`src/rtl/SB_codex_pkg.sv`:
```
// Sideband message codes and SBINIT state encoding shared by the LTSM blocks.
// Latency: n/a (declarations only).
// Backpressure: n/a.
package SB_codex_pkg;

   localparam int SB_MSG_CODE_W = 8;

   localparam logic [SB_MSG_CODE_W-1:0] MSG_SBINIT_OOR       = 8'h91;
   localparam logic [SB_MSG_CODE_W-1:0] MSG_SBINIT_DONE_REQ  = 8'h95;
   localparam logic [SB_MSG_CODE_W-1:0] MSG_SBINIT_DONE_RESP = 8'h9A;

   typedef enum logic [2:0] {
      IDLE,
      PAT_TX,
      PAT_FINISH,
      OOR_SEND,
      OOR_WAIT,
      DREQ_SEND,
      DONE_WAIT,
      DONE
   } sbinit_state_t;

endpackage

```
`src/rtl/sb_pattern_detect.sv`:
```
// Detects the partner SB pattern: counts consecutive samples where RX clk and data both toggle.
// Latency: pat_det rises at the edge that samples the DETECT_LEN-th consecutive toggling pair.
// Backpressure: none; samples every cycle while sample is high, clear wipes all state.
module sb_pattern_detect #(
   parameter int DETECT_LEN = 64
) (
   input  logic clk_100MHz,
   input  logic reset,
   input  logic clear,
   input  logic sample,
   input  logic rx_clk,
   input  logic rx_data,
   output logic pat_det
);

   localparam int RUN_W = $clog2(DETECT_LEN + 1);
   localparam logic [RUN_W-1:0] RUN_MAX = RUN_W'(DETECT_LEN);

   logic [RUN_W-1:0] run_cnt;
   logic             prev_clk;
   logic             prev_data;

   // Run counter of toggling samples; pat_det is sticky until cleared.
   always_ff @(posedge clk_100MHz or posedge reset) begin
      if (reset) begin
         run_cnt   <= '0;
         prev_clk  <= 1'b0;
         prev_data <= 1'b0;
         pat_det   <= 1'b0;
      end else if (clear) begin
         run_cnt   <= '0;
         prev_clk  <= 1'b0;
         prev_data <= 1'b0;
         pat_det   <= 1'b0;
      end else if (sample) begin
         prev_clk  <= rx_clk;
         prev_data <= rx_data;
         if ((rx_data != prev_data) && (rx_clk != prev_clk)) begin
            if (run_cnt != RUN_MAX) begin
               run_cnt <= run_cnt + 1'b1;
            end
            if (run_cnt == RUN_MAX - 1'b1) begin
               pat_det <= 1'b1;
            end
         end else begin
            run_cnt <= '0;
         end
      end
   end

endmodule

```
`src/rtl/ltsm_sbinit.sv`:
```
// SBINIT engine: SB pattern TX/detect, then OUT_OF_RESET / DONE_REQ / DONE_RESP exchange; done_o ends SBINIT.
// Latency: IDLE->PAT_TX one cycle after enable_i; each message held until its tx_msg_ack_i, dropped next cycle.
// Backpressure: tx_msg_valid_o waits indefinitely on tx_msg_ack_i; optional SBINIT_ITER_CNT_EN adds pat_iter_cnt_o.
module ltsm_sbinit
   import SB_codex_pkg::*;
#(
   parameter int PAT_ON_CYC  = 64,
   parameter int PAT_OFF_CYC = 32,
   parameter int DETECT_LEN  = 64,
   parameter int EXTRA_ITER  = 4
) (
   input  logic                     clk_100MHz,
   input  logic                     reset,
   input  logic                     enable_i,
   output logic                     SB_clkPin_TX_o,
   output logic                     SB_dataPin_TX_o,
   input  logic                     SB_clkPin_RX_i,
   input  logic                     SB_dataPin_RX_i,
   output logic [SB_MSG_CODE_W-1:0] tx_msg_o,
   output logic                     tx_msg_valid_o,
   input  logic                     tx_msg_ack_i,
   input  logic [SB_MSG_CODE_W-1:0] rx_msg_i,
   input  logic                     rx_msg_valid_i,
   output logic                     done_o
`ifdef SBINIT_ITER_CNT_EN
   ,output logic [7:0]              pat_iter_cnt_o
`endif
);

   localparam int PAT_PER = PAT_ON_CYC + PAT_OFF_CYC;
   localparam int CNT_W   = $clog2(PAT_PER);
   localparam int WRAP_W  = $clog2(EXTRA_ITER + 1);
   localparam logic [CNT_W-1:0]  PAT_LAST  = CNT_W'(PAT_PER - 1);
   localparam logic [CNT_W-1:0]  PAT_ON    = CNT_W'(PAT_ON_CYC);
   localparam logic [WRAP_W-1:0] WRAP_LAST = WRAP_W'(EXTRA_ITER);

   sbinit_state_t            state;
   logic [CNT_W-1:0]         pat_cnt;
   logic [WRAP_W-1:0]        wrap_cnt;
   logic                     rx_oor;
   logic                     rx_dreq;
   logic                     rx_dresp;
   logic                     resp_sent;
   logic [SB_MSG_CODE_W-1:0] tx_msg;
   logic                     tx_msg_valid;
   logic                     pat_det;
   logic                     pat_active;
   logic                     pat_last;
   logic                     rx_capture;

   assign pat_active = (state == PAT_TX) || (state == PAT_FINISH);
   assign pat_last   = (pat_cnt == PAT_LAST);
   // Partner messages only count once our own pattern phase is winding down.
   assign rx_capture = rx_msg_valid_i && (state != IDLE) && (state != PAT_TX);

   sb_pattern_detect #(
      .DETECT_LEN (DETECT_LEN)
   ) u_det (
      .clk_100MHz (clk_100MHz),
      .reset      (reset),
      .clear      (state == IDLE),
      .sample     (pat_active),
      .rx_clk     (SB_clkPin_RX_i),
      .rx_data    (SB_dataPin_RX_i),
      .pat_det    (pat_det)
   );

   // Pins follow the phase counter: alternating clk/data in the on window, low in the gap.
   assign SB_dataPin_TX_o = pat_active && (pat_cnt < PAT_ON) && !pat_cnt[0];
   assign SB_clkPin_TX_o  = pat_active && (pat_cnt < PAT_ON) &&  pat_cnt[0];
   assign tx_msg_o        = tx_msg;
   assign tx_msg_valid_o  = tx_msg_valid;
   assign done_o          = (state == DONE);

   // Main SBINIT sequencer with registered message request and sticky RX flags.
   always_ff @(posedge clk_100MHz or posedge reset) begin
      if (reset) begin
         state        <= IDLE;
         pat_cnt      <= '0;
         wrap_cnt     <= '0;
         rx_oor       <= 1'b0;
         rx_dreq      <= 1'b0;
         rx_dresp     <= 1'b0;
         resp_sent    <= 1'b0;
         tx_msg       <= '0;
         tx_msg_valid <= 1'b0;
      end else if (!enable_i) begin
         state        <= IDLE;
         pat_cnt      <= '0;
         wrap_cnt     <= '0;
         rx_oor       <= 1'b0;
         rx_dreq      <= 1'b0;
         rx_dresp     <= 1'b0;
         resp_sent    <= 1'b0;
         tx_msg       <= '0;
         tx_msg_valid <= 1'b0;
      end else begin
         if (rx_capture) begin
            case (rx_msg_i)
               MSG_SBINIT_OOR:       rx_oor   <= 1'b1;
               MSG_SBINIT_DONE_REQ:  rx_dreq  <= 1'b1;
               MSG_SBINIT_DONE_RESP: rx_dresp <= 1'b1;
               default: ;
            endcase
         end
         case (state)
            IDLE: begin
               state    <= PAT_TX;
               pat_cnt  <= '0;
               wrap_cnt <= '0;
            end
            PAT_TX: begin
               pat_cnt <= pat_last ? '0 : pat_cnt + 1'b1;
               if (pat_det) begin
                  state <= PAT_FINISH;
               end
            end
            PAT_FINISH: begin
               pat_cnt <= pat_last ? '0 : pat_cnt + 1'b1;
               if (pat_last) begin
                  // First wrap closes the iteration in flight; EXTRA_ITER more follow it.
                  if (wrap_cnt == WRAP_LAST) begin
                     state        <= OOR_SEND;
                     tx_msg       <= MSG_SBINIT_OOR;
                     tx_msg_valid <= 1'b1;
                  end else begin
                     wrap_cnt <= wrap_cnt + 1'b1;
                  end
               end
            end
            OOR_SEND: begin
               if (tx_msg_ack_i) begin
                  state        <= OOR_WAIT;
                  tx_msg       <= '0;
                  tx_msg_valid <= 1'b0;
               end
            end
            OOR_WAIT: begin
               if (rx_oor) begin
                  state        <= DREQ_SEND;
                  tx_msg       <= MSG_SBINIT_DONE_REQ;
                  tx_msg_valid <= 1'b1;
               end
            end
            DREQ_SEND: begin
               if (tx_msg_ack_i) begin
                  state        <= DONE_WAIT;
                  tx_msg       <= '0;
                  tx_msg_valid <= 1'b0;
               end
            end
            DONE_WAIT: begin
               if (tx_msg_valid) begin
                  if (tx_msg_ack_i) begin
                     tx_msg       <= '0;
                     tx_msg_valid <= 1'b0;
                     resp_sent    <= 1'b1;
                  end
               end else if (resp_sent && rx_dresp) begin
                  state <= DONE;
               end else if (rx_dreq && !resp_sent) begin
                  tx_msg       <= MSG_SBINIT_DONE_RESP;
                  tx_msg_valid <= 1'b1;
               end
            end
            DONE: ;
            default: state <= IDLE;
         endcase
      end
   end

`ifdef SBINIT_ITER_CNT_EN
   logic [7:0] iter_cnt;

   // Count completed TX iterations, saturating, cleared whenever the engine is idle.
   always_ff @(posedge clk_100MHz or posedge reset) begin
      if (reset) begin
         iter_cnt <= 8'd0;
      end else if (!enable_i || (state == IDLE)) begin
         iter_cnt <= 8'd0;
      end else if (pat_active && pat_last && (iter_cnt != 8'hFF)) begin
         iter_cnt <= iter_cnt + 8'd1;
      end
   end

   assign pat_iter_cnt_o = iter_cnt;
`endif

endmodule

```
`config.mk`:
```
export PLATFORM = sky130hd
export DESIGN_NAME = ltsm_sbinit
export DESIGN_NICKNAME = d
export VERILOG_FILES = /design/src/rtl/SB_codex_pkg.sv /design/src/rtl/sb_pattern_detect.sv /design/src/rtl/ltsm_sbinit.sv
export SDC_FILE = /design/constraint.sdc
export NUM_CORES = 1
export LEC_CHECK = 0
export ABC_AREA = 1
export BUFFER_PORTS_ARGS = -buffer_cell sky130_fd_sc_hd__buf_2
export CAP_MARGIN = 20
export CORE_ASPECT_RATIO = 0.9
export CORE_MARGIN = 2
export CORE_UTILIZATION = 53
export DETAILED_ROUTE_END_ITERATION = 6
export PLACE_DENSITY = 0.79
export SLEW_MARGIN = 15
export SYNTH_ARGS = -nofsm -noshare
export SYNTH_HDL_FRONTEND = slang
export SYNTH_HIERARCHICAL = 1
export SYNTH_SLANG_ARGS = --single-unit
```
`constraint.sdc`:
```
create_clock -name clk_100MHz -period 1.38 [get_ports clk_100MHz]
set_input_delay 0.069 -clock clk_100MHz [delete_from_list [all_inputs] [get_ports clk_100MHz]]
set_output_delay 0.069 -clock clk_100MHz [all_outputs]
set_load 0.05 [all_outputs]
```
==> results of run 1 <==
worst max-delay path by stage:
| stage | slack [ns] | startpoint | cells past startpoint | to |
|---|---|---|---|---|
| final | -0.12 | state[2] | 6 | SB_dataPin_TX_o |
| after global routing | -0.20 | pat_cnt[0] | 9 | tx_msg_o[4] |
| after CTS | -0.13 | state[2] | 6 | SB_dataPin_TX_o |
| after detailed placement | -0.12 | state[2] | 9 | u_det/run_cnt[3] |
| after global placement | -0.06 | state[1] | 7 | u_det/run_cnt[0] |
| after floorplan | -0.03 | state[2] | 6 | SB_clkPin_TX_o |
placed cells by master (no fill, tap or decap), types with 4 or more instances in the layout:
cell type / n
a21oi_1: 12
buf_2: 23
buf_4: 33
buf_6: 6
clkbuf_8: 6
dfrtp_1: 33
ha_1: 4
inv_1: 37
inv_2: 4
inv_4: 4
nand2_1: 83
nand2_2: 26
nand2_4: 8
nand3_1: 29
nand3_2: 8
nand4_1: 7
nor2_1: 20
nor2_4: 12
o21ai_0: 6
o21ai_1: 5
o21ai_2: 4
layout make-up:
cell class,instances,area [um2],area share (%)
Clock buffer,8,90.09,2.767
Inverter,45,178.9,5.496
Multi-Input combinational cell,250,1549,47.58
Sequential cell,36,904.6,27.79
Tap cell,62,77.57,2.383
Timing Repair Buffer,64,455.4,13.99
where the power goes:
| part | switching, mW | internal [mW] | total (mW) |
|---|---|---|---|
| Sequential | 0.195 | 1.22 | 1.42 |
| Combinational | 2.09 | 1.38 | 3.47 |
| Clock | 0.383 | 0.407 | 0.790 |
per-layer routing:
metal  wire [um]  GRT usage [%]
met1        2606          32.38
met2        3040          42.17
met3         270          4.566
met4          80          9.211
met5           0              0
registers in the layout (all words and copies together) (netlist names), 3 cells and up:
signal / count
tx_msg_o: 8
u_det/run_cnt: 7
pat_cnt: 7
state: 3
wrap_cnt: 3
repair_timing:
item                                    4_1_cts  5_1_grt
pin swaps                                     5       25
resized for setup                            21       55
endpoints found under the hold margin        36        0
gates cloned                                  0        1
buffers inserted                              6        8
hold buffers                                  1        0
endpoints found under the setup margin       25       32
logic make-up after synthesis:
| family | after synthesis | share of synthesized area, % |
|---|---|---|
| AO/OA/AOI/OAI | 36 | 8.518 |
| AND/OR/NAND/NOR | 205 | 41.66 |
| flip-flops | 36 | 37.17 |
| XOR/XNOR | 3 | 1.084 |
| adder cells (fa/ha/maj) | 5 | 2.581 |
| buffers and inverters | 51 | 8.983 |
critical path: stages (launching register included):
cell and delay (ns):
dfrtp_2 0.46, nor2_4 0.16, nand2_4 0.08, nand2_4 0.09
inv_4 0.05, nor3_4 0.11, buf_6 0.18
metrics by stage:
stage                     util, %  instances  power (mW)  hold slack [ns]
after detailed placement    62.87        441       3.990          0.09808
after CTS                   67.48        456       5.073          0.03148
after global routing        73.46        465       6.060          0.04847
final                       73.46        465       5.683          0.03322
after global placement      62.87        441       3.917          0.08556
after floorplan                 -        336       3.253         -0.09082
==> flow_metrics.tcl, run 1 <==
set metrics [dict create \
    worst-slew-pin-transition_ns 0.4529 \
    die_w_um 75.28 \
    timing.final.crit_period_ns 1.497 \
    final_nets 422 \
    io_buffers 26 \
    fp.dieH_um 68.15 \
    synth_top_area_share_pct 37.17 \
    postSynthCellCount 336 \
    place_ws_ns -0.1216 \
    max_slew_margin_pct 69.77 \
    reg2reg_setup_slack_ns -0.10 \
    start_util_pct 54.69 \
    clock-sinks 36 \
    num_vias 2390 \
    dieArea_um2 5130 \
    io_pins 27 \
    hold_path.class "in -> reg" \
    hold_start "SB_dataPin_RX_i" \
    syn_nets 356 \
    status "complete, but fails checks" \
    setup_ws_ns -0.1173 \
    netlist.top_cell.by_area "dfrtp_1" \
    synth_common_cells "nand2_1, inv_1, dfrtp_1, nand3_1, nor2_1" \
    final_area_um2 3256 \
    grt_pass1_wl_um 9825 \
    synthDistinctLibCells 32 \
    power.density_nw_per_um2 1746 \
    numCtsBuffers 5 \
    hold_depth 3 \
    fill_cells 335 \
    grt_usage_pct 25.14 \
    num_rows 23 \
    grt_max_degree 27 \
    ys_ff_latch 36 \
    synth_area_leaders "dfrtp_1, nand2_1, nand3_1" \
    root_buffer "clkbuf_8" \
    startpoint_type "register" \
    area_delta_synth_final_pct 34.33 \
    period_share_pct 108.5 \
    min_to "u_det/prev_data" \
    p_leak_nw 1.638 \
    antenna_cells 0 \
    placeableCoreArea_um2 4432 \
    postSynthAreaPerCell_um2 7.213 \
    finalSetupTns_ns -1.111 \
    drive_above_1_share_pct 38.46 \
    synth_ff_type "dfrtp_1" \
    grt-ovfl-total 0 \
    dr.pass1.iters 4 \
    tritoncts "yes" \
    worstPathArrival_ns 1.43 \
    clkSlewWorstSetupHoldPaths_ns 0.07 \
    ys_async_sr_fraction_pct 100.0 \
    maxSlewViolCount 0 \
    reg2reg_to "tx_msg_o[4]" \
    wl_um 5998 \
    worstPathRequired_ns 1.31 \
    route.detailed.wl_per_inst_um 12.90 \
    setup_violations 24 \
    crit_type "reg -> out" \
    clockBufferDepth 2 \
    worstPathMaxFanout 4 \
    drv_cap 0 \
    drt_iter0_markers 123 \
    yosysSeqAreaShare_pct 37.17 \
    place_hpwl_um 4042 \
    vias_per_cell 5.140 \
    reg2reg_from "state[2]" \
    placed_area_um2 2786 \
    endpoint_kind "output port" \
    fmax_mhz 667.9 \
    hold_viol 0 \
    r2r.worst_path.cells 9 \
    yosysMostFrequentCell "nand2_1" \
    grt_pass1_vias 2182 \
    gp_congestion 0.8817 \
    syn-cell-area_um2 2424 \
    clock_latency_ns 0.30 \
    grt_antenna_before_repair 0 \
    fin_worst_skew_ns 0.008706 \
    drc 0 \
    synth_edf_count 0 \
    rsz0062_at_grt "yes" \
    synth.yosys.warnings 6 \
    htree_levels 2 \
    violations "negative setup slack" \
    antenna_left 0 \
    ir_worst_vdd_v 0.001090 \
]
No activity file was read; power rests on OpenSTA's default activity.
==> inputs of run 2 (changes only) <==
CORE_UTILIZATION = 55   (was 53)
CTS_BUF_LIST = sky130_fd_sc_hd__clkbuf_8   (was not set)
PLACE_DENSITY = 0.82   (was 0.79)
==> flow_metrics.tcl, run 2 (synthesis results as in run 1) <==
set metrics [dict create \
    num_vias 2552 \
    final_common_cell "nand2_1" \
    grt_max_degree 27 \
    clock-sinks 36 \
    endpoint_kind "output port" \
    ir_worst_vdd_v 0.0008922 \
    numCtsBuffers 5 \
    place_hpwl_um 3996 \
    route.detailed.wl_per_inst_um 14.47 \
    clockBufferDepth 2 \
    setup_violations 35 \
    worstPathRequired_ns 1.31 \
    fin_worst_skew_ns 0.006864 \
    clkSlewWorstSetupHoldPaths_ns 0.08 \
    antenna_cells 0 \
    dr.pass1.iters 6 \
    drive_above_1_share_pct 38.70 \
    rsz0062_at_grt "yes" \
    fp.dieH_um 66.98 \
    regArea_um2 904.6 \
    drc 0 \
    place_ws_ns -0.09512 \
    worstPathMaxFanout 4 \
    num_rows 22 \
    grt-ovfl-total 0 \
    finalSetupTns_ns -3.488 \
    hold_viol 0 \
    reg2reg_setup_slack_ns -0.16 \
    grt_antenna_before_repair 0 \
    htree_levels 2 \
    clock_latency_ns 0.30 \
    timing.final.crit_period_ns 1.555 \
    final_cell_mix "nand2_1, inv_1, buf_4" \
    dieArea_um2 4954 \
    drt_iter0_markers 188 \
    drv_cap 0 \
    wl_um 6889 \
    status "complete, but fails checks" \
    power.density_nw_per_um2 1764 \
    start_util_pct 58.31 \
    period_share_pct 112.7 \
    grt_usage_pct 27.37 \
    vias_per_cell 5.361 \
    worst-slew-pin-transition_ns 0.4426 \
    antenna_left 0 \
    tritoncts "yes" \
    die_w_um 73.97 \
    io_pins 27 \
    startpoint_type "register" \
    setup_ws_ns -0.1746 \
    hold_path.class "in -> reg" \
    grt_pass1_wl_um 10260 \
    grt_pass1_vias 2370 \
    maxSlewViolCount 0 \
    io_buffers 26 \
    fill_cells 255 \
    final_nets 435 \
    multi_input_area_um2 1521 \
    area_delta_synth_final_pct 38.00 \
    final_area_um2 3344 \
    largest_register_ffs 8 \
    placeableCoreArea_um2 4156 \
    root_buffer "clkbuf_8" \
    placed_area_um2 2836 \
    worstPathArrival_ns 1.49 \
    fmax_mhz 643.2 \
    gp_congestion 0.9073 \
    crit_type "reg -> out" \
    max_slew_margin_pct 70.39 \
    violations "negative setup slack" \
    p_leak_nw 1.711 \
]
## run 2: through the flow
step	cells	total power, mW	hold WS [ns]	utilization, %
detailed placement	446	4.102	0.08822	68.24
CTS	465	5.232	0.04753	75.08
global route	476	6.208	0.04585	80.46
global placement	446	4.045	0.08661	68.24
floorplan	336	3.253	-0.09082	-
finish	476	5.899	0.05117	80.46
## run 2: report_power, final
part / switching [mW] / internal [mW] / total (mW)
Combinational: 2.17 / 1.52 / 3.69
Clock: 0.396 / 0.393 / 0.789
Sequential: 0.195 / 1.22 / 1.42
Total: 2.76 / 3.14 / 5.90
## run 2: cell type report
| cell class | count | area share [%] |
|---|---|---|
| clock buffer | 6 | 2.469 |
| clock inverter | 2 | 0.2245 |
| inverter | 45 | 5.200 |
| multi-input combinational | 250 | 45.49 |
| sequential | 36 | 27.05 |
| tap | 60 | 2.245 |
| timing repair buffer | 77 | 17.32 |
## run 2: worst paths after layout
| kind | depth (start not counted) | end | start |
|---|---|---|---|
| worst min register to register | 2 | tx_msg_o[7] | tx_msg_o[7] |
| max in group asynchronous | 4 | state[1] | reset |
| min in group asynchronous | 3 | u_det/run_cnt[6] | reset |
| worst max register to register | 8 | state[0] | state[2] |
| worst min-delay path | 3 | u_det/prev_data | SB_dataPin_RX_i |
| worst max-delay path | 6 | SB_dataPin_TX_o | state[2] |
## run 2: critical path, stage by stage, from the launching register on
cell	delay, ns
dfrtp_2	0.45
nor2_4	0.20
nand2_4	0.09
nand2_4	0.11
inv_4	0.05
nor3_4	0.11
buf_6	0.18
## run 2: repair_timing
item | CTS | global route
endpoints found under the hold margin | 36 | 0
setup buffers | 10 | 12
gates cloned | 0 | 1
gates resized for setup | 31 | 41
pin swaps | 21 | 16
setup endpoints to repair | 29 | 38
hold buffers | 1 | 0
## run 2: routing by layer
metal,vias to the layer above,part of all wire (%),track usage [%]
li1,1229,-,-
met1,1223,41,34.38
met2,82,53,45.20
met3,18,4.2,6.051
met4,0,2.4,11.36
met5,-,0,0
==> inputs of run 3 (changes only) <==
CORE_UTILIZATION = 54   (was 55)
PLACE_DENSITY = 0.81   (was 0.82)
SYNTH_HIERARCHICAL = not set   (was 1)
==> flow_metrics.tcl, run 3 <==
set metrics [dict create \
    yosysSeqAreaShare_pct 40.82 \
    syn-cell-area_um2 2207 \
    ir_worst_vdd_v 0.001019 \
    clkSlewWorstSetupHoldPaths_ns 0.08 \
    htree_levels 2 \
    final_nets 418 \
    dr.pass1.iters 4 \
    grt_pass1_wl_um 9749 \
    grt_antenna_before_repair 0 \
    final_common_cell "nand2_1" \
    die_w_um 71.39 \
    final_cell_mix "nand2_1, buf_4, inv_1" \
    clock-sinks 36 \
    worstPathArrival_ns 1.72 \
    numCtsBuffers 5 \
    synth.yosys.warnings 0 \
    gp_congestion 0.9688 \
    route.detailed.wl_per_inst_um 13.67 \
    placeableCoreArea_um2 3991 \
    fmax_mhz 651.4 \
    worstPathRequired_ns 1.57 \
    fin_worst_skew_ns 0.006571 \
    wl_um 6110 \
    final_area_um2 3153 \
    grt_pass1_vias 2321 \
    drv_cap 0 \
    synth_ff_type "dfrtp_1" \
    num_vias 2394 \
    setup_violations 25 \
    worst-slew-pin-transition_ns 0.2711 \
    violations "negative setup slack" \
    place_hpwl_um 4041 \
    worstPathMaxFanout 5 \
    postSynthAreaPerCell_um2 7.007 \
    area_delta_synth_final_pct 42.86 \
    period_share_pct 111.3 \
    antenna_cells 0 \
    syn_nets 335 \
    synth_area_leaders "dfrtp_1, nand2_1, inv_1" \
    ys_ff_latch 36 \
    grt_usage_pct 26.82 \
    maxSlewViolCount 0 \
    start_util_pct 55.30 \
    max_slew_margin_pct 81.87 \
    grt_max_degree 22 \
    num_rows 22 \
    p_leak_nw 1.639 \
    dieArea_um2 4615 \
    io_buffers 26 \
    synth_edf_count 0 \
    io_pins 27 \
    hold_viol 0 \
    fp.dieH_um 64.65 \
    placed_area_um2 2720 \
    drc 0 \
    clock_latency_ns 0.30 \
    antenna_left 0 \
    ys_async_sr_fraction_pct 100.0 \
    largest_register_ffs 8 \
    root_buffer "clkbuf_8" \
    timing.final.crit_period_ns 1.535 \
    crit_type "reg -> reg" \
    postSynthCellCount 315 \
    yosysMostFrequentCell "nand2_1" \
    setup_ws_ns -0.1553 \
    synthDistinctLibCells 25 \
    tritoncts "yes" \
    synth_common_cells "nand2_1, inv_1, dfrtp_1" \
    hold-worst-slack_ns 0.04434 \
    endpoint_kind "register" \
    power.density_nw_per_um2 1631 \
    vias_per_cell 5.356 \
    hold_path.class "in -> reg" \
    netlist.top_cell.by_area "dfrtp_1" \
    drive_above_1_share_pct 38.35 \
    startpoint_type "register" \
    rsz0062_at_grt "yes" \
    clockBufferDepth 2 \
    status "complete, but fails checks" \
    drt_iter0_markers 147 \
    synth_top_area_share_pct 40.82 \
    grt-ovfl-total 0 \
]
[run 3: area by class of cell]
class / count / area [um2]
inverter: 45 / 172.7
tap: 48 / 60.06
clock inverter: 2 / 10.01
clock buffer: 6 / 82.58
multi-input combinational: 230 / 1349
sequential: 36 / 905.9
timing repair buffer: 80 / 573.1
fill: 261 / 838.3
[run 3: worst paths after layout]
kind                                      start              end  slack (ns)  cells after the start
worst min-delay path            SB_dataPin_RX_i  u_det.prev_data        0.04                      3
max in group asynchronous                 reset         state[0]        0.78                      4
worst min register to register      tx_msg_o[3]      tx_msg_o[3]        0.50                      2
min in group asynchronous                 reset       pat_cnt[3]        0.34                      4
worst max-delay path                   state[0]         state[2]       -0.16                      9
worst max register to register         state[0]         state[2]       -0.16                      9
[run 3: critical path, cell delays in order, from the launching register on]
cell and delay, ns:
dfrtp_2 0.44, inv_2 0.08, buf_4 0.15, buf_4 0.14
nand4_1 0.11, nand3_2 0.11, nand2_1 0.10, nand2_2 0.07
o21bai_1 0.16, nand2_1 0.07
[run 3: logic make-up after synthesis]
family                     Yosys count  synth area share (%)
buffers and inverters               49                 8.503
and+or+nand+nor                    185                 36.56
adders and majority gates            5                 2.834
xor gates and xnor gates            10                 3.969
DFF                                 36                 40.82
AOI/OAI and AO/OA                   30                 7.313
[run 3: power breakdown]
part	internal, mW	switching (mW)	leakage (nW)
clock network	0.398	0.397	0.0510
logic	1.16	1.73	1.10
registers	1.23	0.224	0.485
total	2.79	2.35	1.64
[run 3: timing repair]
| action | CTS | global route |
|---|---|---|
| gates resized for setup | 27 | 37 |
| pin swaps | 8 | 17 |
| hold endpoints to repair | 36 | 0 |
| hold buffers | 1 | 0 |
| endpoints found under the setup margin | 34 | 38 |
| setup buffers | 4 | 9 |
[run 3: per-layer routing]
| layer | vias up | global-route usage (%) | routed length, um |
|---|---|---|---|
| met5 | - | 0 | 0 |
| met4 | 0 | 9.198 | 182 |
| met1 | 1122 | 31.29 | 2474 |
| met2 | 89 | 48.26 | 3158 |
| met3 | 21 | 6.065 | 294 |
| li1 | 1162 | - | - |
[run 3: per-stage QoR]
step	setup TNS (ns)	instances	setup slack, ns	total power, mW	util, %
final	-2.334	447	-0.1553	5.142	79.00
after global routing	-4.982	447	-0.2674	5.439	79.00
after CTS	-1.469	438	-0.1150	4.770	73.64
after detailed placement	-2.753	426	-0.2247	3.730	68.15
after global placement	-1.347	426	-0.1247	3.667	68.15
after floorplan	-0.6240	315	-0.1581	2.874	-
